$ cat src/rtl/sync_fifo_ctl_if.sv
// Handshake bundle between a producer/consumer pair and sync_fifo_ctl.
// master = the stage driving requests, slave = the FIFO itself.
interface sync_fifo_ctl_if #(
    parameter int WIDTH = 8,
    parameter int DEPTH = 16
);
    logic                     wr_en;
    logic [WIDTH-1:0]         din;
    logic                     rd_en;
    logic [WIDTH-1:0]         dout;
    logic                     dout_valid;
    logic                     full;
    logic                     empty;
    logic                     almost_full;
    logic                     almost_empty;
    logic [$clog2(DEPTH):0]   level;
    logic                     overflow;
    logic                     underflow;

    modport master (
        output wr_en, din, rd_en,
        input  dout, dout_valid, full, empty, almost_full, almost_empty,
               level, overflow, underflow
    );

    modport slave (
        input  wr_en, din, rd_en,
        output dout, dout_valid, full, empty, almost_full, almost_empty,
               level, overflow, underflow
    );
endinterface

$ cat src/rtl/sync_fifo_ctl.sv
// Single-clock FIFO with level, almost-full/empty thresholds and overflow/underflow pulses.
// Define FIFO_FWFT_EN for first-word-fall-through reads; default is a registered read.
module sync_fifo_ctl #(
    parameter int WIDTH     = 8,
    parameter int DEPTH     = 16,
    parameter int AFULL_TH  = DEPTH - 2,
    parameter int AEMPTY_TH = 2
) (
    input  logic           clk,
    input  logic           rst,
    sync_fifo_ctl_if.slave bus
);
    localparam int AW = $clog2(DEPTH);
    localparam int LW = AW + 1;

    localparam logic [LW-1:0] LVL_FULL   = LW'(DEPTH);
    localparam logic [LW-1:0] LVL_AFULL  = LW'(AFULL_TH);
    localparam logic [LW-1:0] LVL_AEMPTY = LW'(AEMPTY_TH);

    logic [WIDTH-1:0] mem [DEPTH];
    logic [AW-1:0]    wr_ptr;
    logic [AW-1:0]    rd_ptr;
    logic [LW-1:0]    level_q;
    logic             overflow_q;
    logic             underflow_q;
    logic             is_full;
    logic             is_empty;
    logic             rd_acc;
    logic             wr_acc;

    assign is_full  = (level_q == LVL_FULL);
    assign is_empty = (level_q == '0);

    // A read frees a slot in the same cycle, so a full FIFO still takes a concurrent write.
    assign rd_acc = bus.rd_en && !is_empty;
    assign wr_acc = bus.wr_en && (!is_full || rd_acc);

    always_ff @(posedge clk) begin
        if (!rst && wr_acc) begin
            mem[wr_ptr] <= bus.din;
        end
    end

    always_ff @(posedge clk) begin
        if (rst) begin
            wr_ptr      <= '0;
            rd_ptr      <= '0;
            level_q     <= '0;
            overflow_q  <= 1'b0;
            underflow_q <= 1'b0;
        end else begin
            if (wr_acc) begin
                wr_ptr <= wr_ptr + AW'(1);
            end
            if (rd_acc) begin
                rd_ptr <= rd_ptr + AW'(1);
            end
            case ({wr_acc, rd_acc})
                2'b10:   level_q <= level_q + LW'(1);
                2'b01:   level_q <= level_q - LW'(1);
                default: level_q <= level_q;
            endcase
            overflow_q  <= bus.wr_en && !wr_acc;
            underflow_q <= bus.rd_en && !rd_acc;
        end
    end

`ifdef FIFO_FWFT_EN
    assign bus.dout       = mem[rd_ptr];
    assign bus.dout_valid = !is_empty;
`else
    logic [WIDTH-1:0] dout_q;
    logic             dout_valid_q;

    always_ff @(posedge clk) begin
        if (rst) begin
            dout_q       <= '0;
            dout_valid_q <= 1'b0;
        end else begin
            if (rd_acc) begin
                dout_q <= mem[rd_ptr];
            end
            dout_valid_q <= rd_acc;
        end
    end

    assign bus.dout       = dout_q;
    assign bus.dout_valid = dout_valid_q;
`endif

    assign bus.level        = level_q;
    assign bus.full         = is_full;
    assign bus.empty        = is_empty;
    assign bus.almost_full  = (level_q >= LVL_AFULL);
    assign bus.almost_empty = (level_q <= LVL_AEMPTY);
    assign bus.overflow     = overflow_q;
    assign bus.underflow    = underflow_q;
endmodule

$ cat src/flat_wrapper.sv
// flat-port wrapper written by rule: the top's interface ports become plain ports
module sync_fifo_ctl_flat 
#(
    parameter int WIDTH     = 8,
    parameter int DEPTH     = 16,
    parameter int AFULL_TH  = DEPTH - 2,
    parameter int AEMPTY_TH = 2
)
  (clk, rst, bus_wr_en, bus_din, bus_rd_en, bus_dout, bus_dout_valid, bus_full, bus_empty, bus_almost_full, bus_almost_empty, bus_level, bus_overflow, bus_underflow);
  sync_fifo_ctl_if #(.WIDTH(WIDTH), .DEPTH(DEPTH)) bus_i ();
  input  logic clk;
  input  logic rst;
  input wire logic [$bits(bus_i.wr_en)-1:0] bus_wr_en;
  input wire logic [$bits(bus_i.din)-1:0] bus_din;
  input wire logic [$bits(bus_i.rd_en)-1:0] bus_rd_en;
  output wire logic [$bits(bus_i.dout)-1:0] bus_dout;
  output wire logic [$bits(bus_i.dout_valid)-1:0] bus_dout_valid;
  output wire logic [$bits(bus_i.full)-1:0] bus_full;
  output wire logic [$bits(bus_i.empty)-1:0] bus_empty;
  output wire logic [$bits(bus_i.almost_full)-1:0] bus_almost_full;
  output wire logic [$bits(bus_i.almost_empty)-1:0] bus_almost_empty;
  output wire logic [$bits(bus_i.level)-1:0] bus_level;
  output wire logic [$bits(bus_i.overflow)-1:0] bus_overflow;
  output wire logic [$bits(bus_i.underflow)-1:0] bus_underflow;
  assign bus_i.wr_en = bus_wr_en;
  assign bus_i.din = bus_din;
  assign bus_i.rd_en = bus_rd_en;
  assign bus_dout = bus_i.dout;
  assign bus_dout_valid = bus_i.dout_valid;
  assign bus_full = bus_i.full;
  assign bus_empty = bus_i.empty;
  assign bus_almost_full = bus_i.almost_full;
  assign bus_almost_empty = bus_i.almost_empty;
  assign bus_level = bus_i.level;
  assign bus_overflow = bus_i.overflow;
  assign bus_underflow = bus_i.underflow;
  sync_fifo_ctl #(.WIDTH(WIDTH), .DEPTH(DEPTH), .AFULL_TH(AFULL_TH), .AEMPTY_TH(AEMPTY_TH)) u_core (.clk(clk), .rst(rst), .bus(bus_i));
endmodule
$ cat config.mk
export PLATFORM = sky130hd
export DESIGN_NAME = sync_fifo_ctl_flat
export DESIGN_NICKNAME = d
export VERILOG_FILES = /design/src/rtl/sync_fifo_ctl_if.sv /design/src/rtl/sync_fifo_ctl.sv /design/src/flat_wrapper.sv
export SDC_FILE = /design/constraint.sdc
export NUM_CORES = 1
export LEC_CHECK = 0
export BUFFER_PORTS_ARGS = -buffer_cell sky130_fd_sc_hd__buf_2
export CAP_MARGIN = 40
export CELL_PAD_IN_SITES_DETAIL_PLACEMENT = 1
export CELL_PAD_IN_SITES_GLOBAL_PLACEMENT = 1
export CORE_MARGIN = 4
export CORE_UTILIZATION = 50
export DETAILED_ROUTE_END_ITERATION = 7
export PLACE_DENSITY = 0.78
export SLEW_MARGIN = 20
export SYNTH_ARGS = -nofsm -noshare
export SYNTH_HDL_FRONTEND = slang
export SYNTH_SLANG_ARGS = --single-unit
export TNS_END_PERCENT = 5
$ cat constraint.sdc
create_clock -name clk -period 8.06 [get_ports clk]
set_clock_uncertainty 0.1 [all_clocks]
set_input_delay 0.403 -clock clk [delete_from_list [all_inputs] [get_ports clk]]
set_output_delay 0.403 -clock clk [all_outputs]
set_load 0.02 [all_outputs]
* Word-level counts from Yosys, hierarchy flattened
Memories as Yosys holds them, arrays and structs flattened. A register that Yosys moved wholly into a read port is not among the register bits.
Index checks and enable logic that the tools add are counted.
** Storage, ports and cells
- Bits in registers :: 16
- Bits in writable memories :: 128
- Logic and storage cells :: 32
- Memories :: 1
- Output and inout port bits :: 20
- Input bits :: 12
** Cells by class
- Mux-type cells :: 3
- Equal/unequal tests :: 3
- Magnitude comparators :: 2
- Reduce and logical (&&, ||, !) cells :: 13
- Add/subtract/negate cells :: 4
** Memory list
- u_core.mem :: words 16, bits a word 8, rd ports 1, clocked after Yosys merged registers in 1, wr ports 1, RTL line sync_fifo_ctl.sv:20 : logic [WIDTH-1:0] mem [DEPTH];
** Operators with widths (number)
- $pmux 5 s2 :: 1
- $add 4x1->4 const B :: 2
- $add 5x1->5 const B :: 1
- $eq 5x5->1 const B :: 1
- $ge 5x4->1 const B :: 1
- $le 5x2->1 const B :: 1
- $logic_and 1x1->1 :: 5
- $logic_not 1->1 :: 5
- $logic_not 5->1 :: 1
- $sub 5x1->5 const B :: 1
- $eq 2x1->1 const B :: 1
- $eq 2x2->1 const B :: 1
- $mux 1 :: 2
- $reduce_bool 2->1 :: 1
- $logic_or 1x1->1 :: 1

* Logic depth before layout (Yosys ltp)
- Depth in word-level cells :: 8
- Gate-level depth with buffers :: 9

* Worst setup path after synthesis
Ideal clock, no wire load.
- Path kind :: flip-flop to flip-flop
- Start :: register u_core.level_q[0], in the netlist u_core.bus.level[0]
- End :: register u_core.level_q[4], in the netlist u_core.bus.level[4]
- Period minus slack after synthesis :: 2705 ps
- Setup slack :: 5355 ps
- Required time :: 7898 ps
- Stages on the path, launching flop included :: 9
- Arrival time :: 2543 ps
- Buffers on the path :: 0
- Path through :: dfxtp_1 or4_4 o211ai_2 inv_1 fa_1 a21o_1 a21o_1 o311a_1 nand3_1
** On the way
- Word-level cells in the longest chain between the ends :: 7
** RTL lines
- start, declared :: RTL line sync_fifo_ctl.sv:23 : logic [LW-1:0] level_q;
- start signal, assigned :: RTL line sync_fifo_ctl.sv:59 : 2'b10: level_q <= level_q + LW'(1);
- start signal, assigned :: RTL line sync_fifo_ctl.sv:60 : 2'b01: level_q <= level_q - LW'(1);
- start signal, assigned :: RTL line sync_fifo_ctl.sv:61 : default: level_q <= level_q;
- $logic_not 5->1 :: RTL line sync_fifo_ctl.sv:32 : assign is_empty = (level_q == '0);
- $logic_not 1->1 :: RTL line sync_fifo_ctl.sv:35 : assign rd_acc = bus.rd_en && !is_empty;
- $logic_and 1x1->1 :: RTL line sync_fifo_ctl.sv:35
- $logic_or 1x1->1 :: RTL line sync_fifo_ctl.sv:36 : assign wr_acc = bus.wr_en && (!is_full || rd_acc);
- $logic_and 1x1->1 :: RTL line sync_fifo_ctl.sv:36
- $eq 2x1->1 / $eq 2x2->1 (equally long branches) :: RTL line sync_fifo_ctl.sv:58 : case ({wr_acc, rd_acc})
- $pmux 5 s2 / $reduce_bool 2->1 (equally long branches)
Parallel ways exist; a longest one is shown, timed or not.
A chain may end at the register's enable or synchronous reset.

* Worst setup path in the final report
Ends and elaborated chain as after synthesis.

==> flow_summary.toml <==
[setup_path]
crit_start = "u_core.bus.level[0]"
arrival_ns = 3.25
cpPeakStageDelay_ns = 0.69
crit_chain = "or4_4 -> o211ai_2 -> inv_1 -> fa_1 -> a21o_1 -> a21o_1 -> o311a_1 -> nand3_1"
crit_path_frequent_cell = "a21o_1"
critPathCaptureType = "flop"
cp_max_fo = 11
path_class = "flop to flop"
r2r-start = "u_core.bus.level[0]"
regToRegSetupSlack_ns = 5.07
start_kind = "flop"
path_buf_inv = 1
crit_required_ns = 8.32
slowest_stage = "or4_4"
crit_family = "compound AO/OA/AOI/OAI gates"

[final_layout]
fillers = 1112
area_growth_pct = 15.58
final_util = 0.5917
final_area_mm2 = 0.007137
nets = 455
n_antenna_cell = 0
instances_no_fill = 615
drive_gt1_frac = 0.2282

[clock_tree]
cts_hold_buffers = 0
cts_buffers = 17
cts_tree = "built"
htreeDepth = 4
root_buffer = "clkbuf_16"
cts_sinks = 152
clock_path_buffers = 2
clock_latency_ns = 0.42
cts_setup_buffers = 0
ctsResizeCount = 0
clk_pin_slew_ns = 0.06

[synthesis]
synthTopCellsByCount = "128 x edfxtp_1, 34 x mux2i_1, 24 x dfxtp_1"
yosysWarnings = 0
synth_area_leaders = "edfxtp_1 62%, dfxtp_1 7.8%, mux4_2 5.8%"
post-synth-top-count-cell = "edfxtp_1"
yosys.area.top_type = "edfxtp_1"
syn-num-nets = 410
synth_area_mm2 = 0.006175
syn_inst = 389
synth.top_cell.area_share = 0.6225
synth-async-reset-ratio = 0
synth_edf_count = 128
synth_area_per_cell_um2 = 15.87
ys.flop_type = "edfxtp_1"
ys_seq_area_frac = 0.7003
ys_ff_latch = 152
yosys.cell_types.count = 47

[floorplan]
core_area_mm2 = 0.01206
die_x_um = 119.1
initial_core_util = 0.5119
die_y_um = 119.1
io_pins = 32
num_rows = 40
die_area_mm2 = 0.01419

[route]
via_per_inst = 5.699
routed_wl_um = 13840
dr.pass1.iters = 4
drtIter0Drc = 295
drc_errors = 0
routedWlPerCell_um = 22.51
num_vias = 3505
ant_nets = 0

[place]
dp_slack_ns = 5.104
dpl.cell_count = 577
postPlaceCellArea_mm2 = 0.006518
port_buffers = 31
hpwl_um = 8730
gp_congestion = 0.7575

[global_route]
grt_max_degree = 52
grt_pass1_vias = 3745
grt_remaining_overflow = 0
grt.total_usage = 0.2040
grt_pass1_wl_um = 21660
antenna_found_initial = 0

[pwr]
leakage_nw = 2.382
ir_drop_uv = 131.7
pwr_density_cell_mw_per_mm2 = 304.1

[timing]
tightest_slew_ns = 0.8588
max_freq_mhz = 334.4
period_share = 0.3710
setup_viol = 0
rsz0062_at_grt = "false"
finalHoldViolCount = 0
tns_ns = 0
max-slew-margin-rel = 0.4275
setup_ws_ns = 5.070
slew_viol_final = 0
fin_crit_ns = 2.990

[worst_hold_path]
hold_class = "input pin to flop"
hp-start = "bus_din[0]"

[outcome]
status = "complete, no violations"

[flow_run]
maxCapViolCount = 0
where the power goes:
part	internal (mW)	switching [mW]
combinational	0.178	0.288
sequential	0.896	0.0452
clock	0.470	0.294
stage by stage:
stage | power [mW] | hold WS, ns
global placement | 1.392 | 0.4256
finish | 2.171 | 0.2747
detailed placement | 1.413 | 0.4316
CTS | 2.180 | 0.2666
global route | 2.266 | 0.2742
floorplan | 1.285 | 0.4019
worst paths after layout:
kind | depth (start not counted) | end
worst max register to register | 8 | u_core.bus.level[4]
worst min register to register | 2 | u_core.bus.dout[2]
worst max-delay path | 8 | u_core.bus.level[4]
worst min-delay path | 1 | u_core.mem[4][0]
metal layers:
layer / vias up / global-route usage / routed length [um]
met3: 14 / 0.04606 / 590
met4: 0 / 0.06372 / 147
li1: 1610 / - / -
met1: 1804 / 0.2751 / 6187
met2: 77 / 0.3317 / 6915
met5: - / 0 / 0
state kept, by name, summed over array words and instances (netlist names):
signal / cells
u_core.mem: 128
u_core.bus.dout: 8
u_core.bus.level: 5
u_core.rd_ptr: 4
u_core.wr_ptr: 4
u_core.bus.dout_valid: 1
u_core.bus.overflow: 1
u_core.bus.underflow: 1
cell families (layout without fill, tap and decap cells):
family	Yosys count	after routing	share of synthesized area
flops	152	152	0.7003
simple gates	77	77	0.06322
compound gates	65	65	0.07335
mux	50	50	0.1135
buf+inv	30	88	0.02168
fa+ha+maj	9	9	0.01945
xor+xnor	6	6	0.008512
worst register-to-register path, delay by kind of cell, from the launching register on:
family | cells | cell delay, ns
adders and majority gates | 1 | 0.43
and+or+nand+nor | 2 | 0.77
buffers and inverters | 1 | 0.17
DFF | 1 | 0.40
AOI/OAI and AO/OA | 4 | 1.07
area by class of cell:
| class | count | area (um^2) | area share |
|---|---|---|---|
| Tap cell | 168 | 210.2 | 0.02945 |
| Clock inverter | 6 | 62.56 | 0.008766 |
| Sequential cell | 152 | 4325 | 0.6061 |
| Clock buffer | 26 | 511.7 | 0.07170 |
| Inverter | 8 | 30.03 | 0.004208 |
| Multi-Input combinational cell | 207 | 1717 | 0.2405 |
| Timing Repair Buffer | 48 | 280.3 | 0.03927 |
placed cells by master, fill, tap and decap left out, types with 4 or more instances in the layout:
cell,netlist,routed
a21oi_1,13,13
a22oi_1,8,8
inv_1,8,8
nand3_1,4,4
nor2_1,22,22
clkbuf_1,13,6
ha_1,8,8
o21ai_0,9,9
clkbuf_16,0,19
nor3_1,15,15
nand2_1,10,10
nor2b_1,5,5
buf_4,0,15
buf_2,5,32
o22ai_1,16,16
dfxtp_1,24,23
edfxtp_1,128,128
mux2i_1,34,34
mux4_2,16,16
nand2b_1,5,5
No activity file was read; power rests on OpenSTA's default activity.
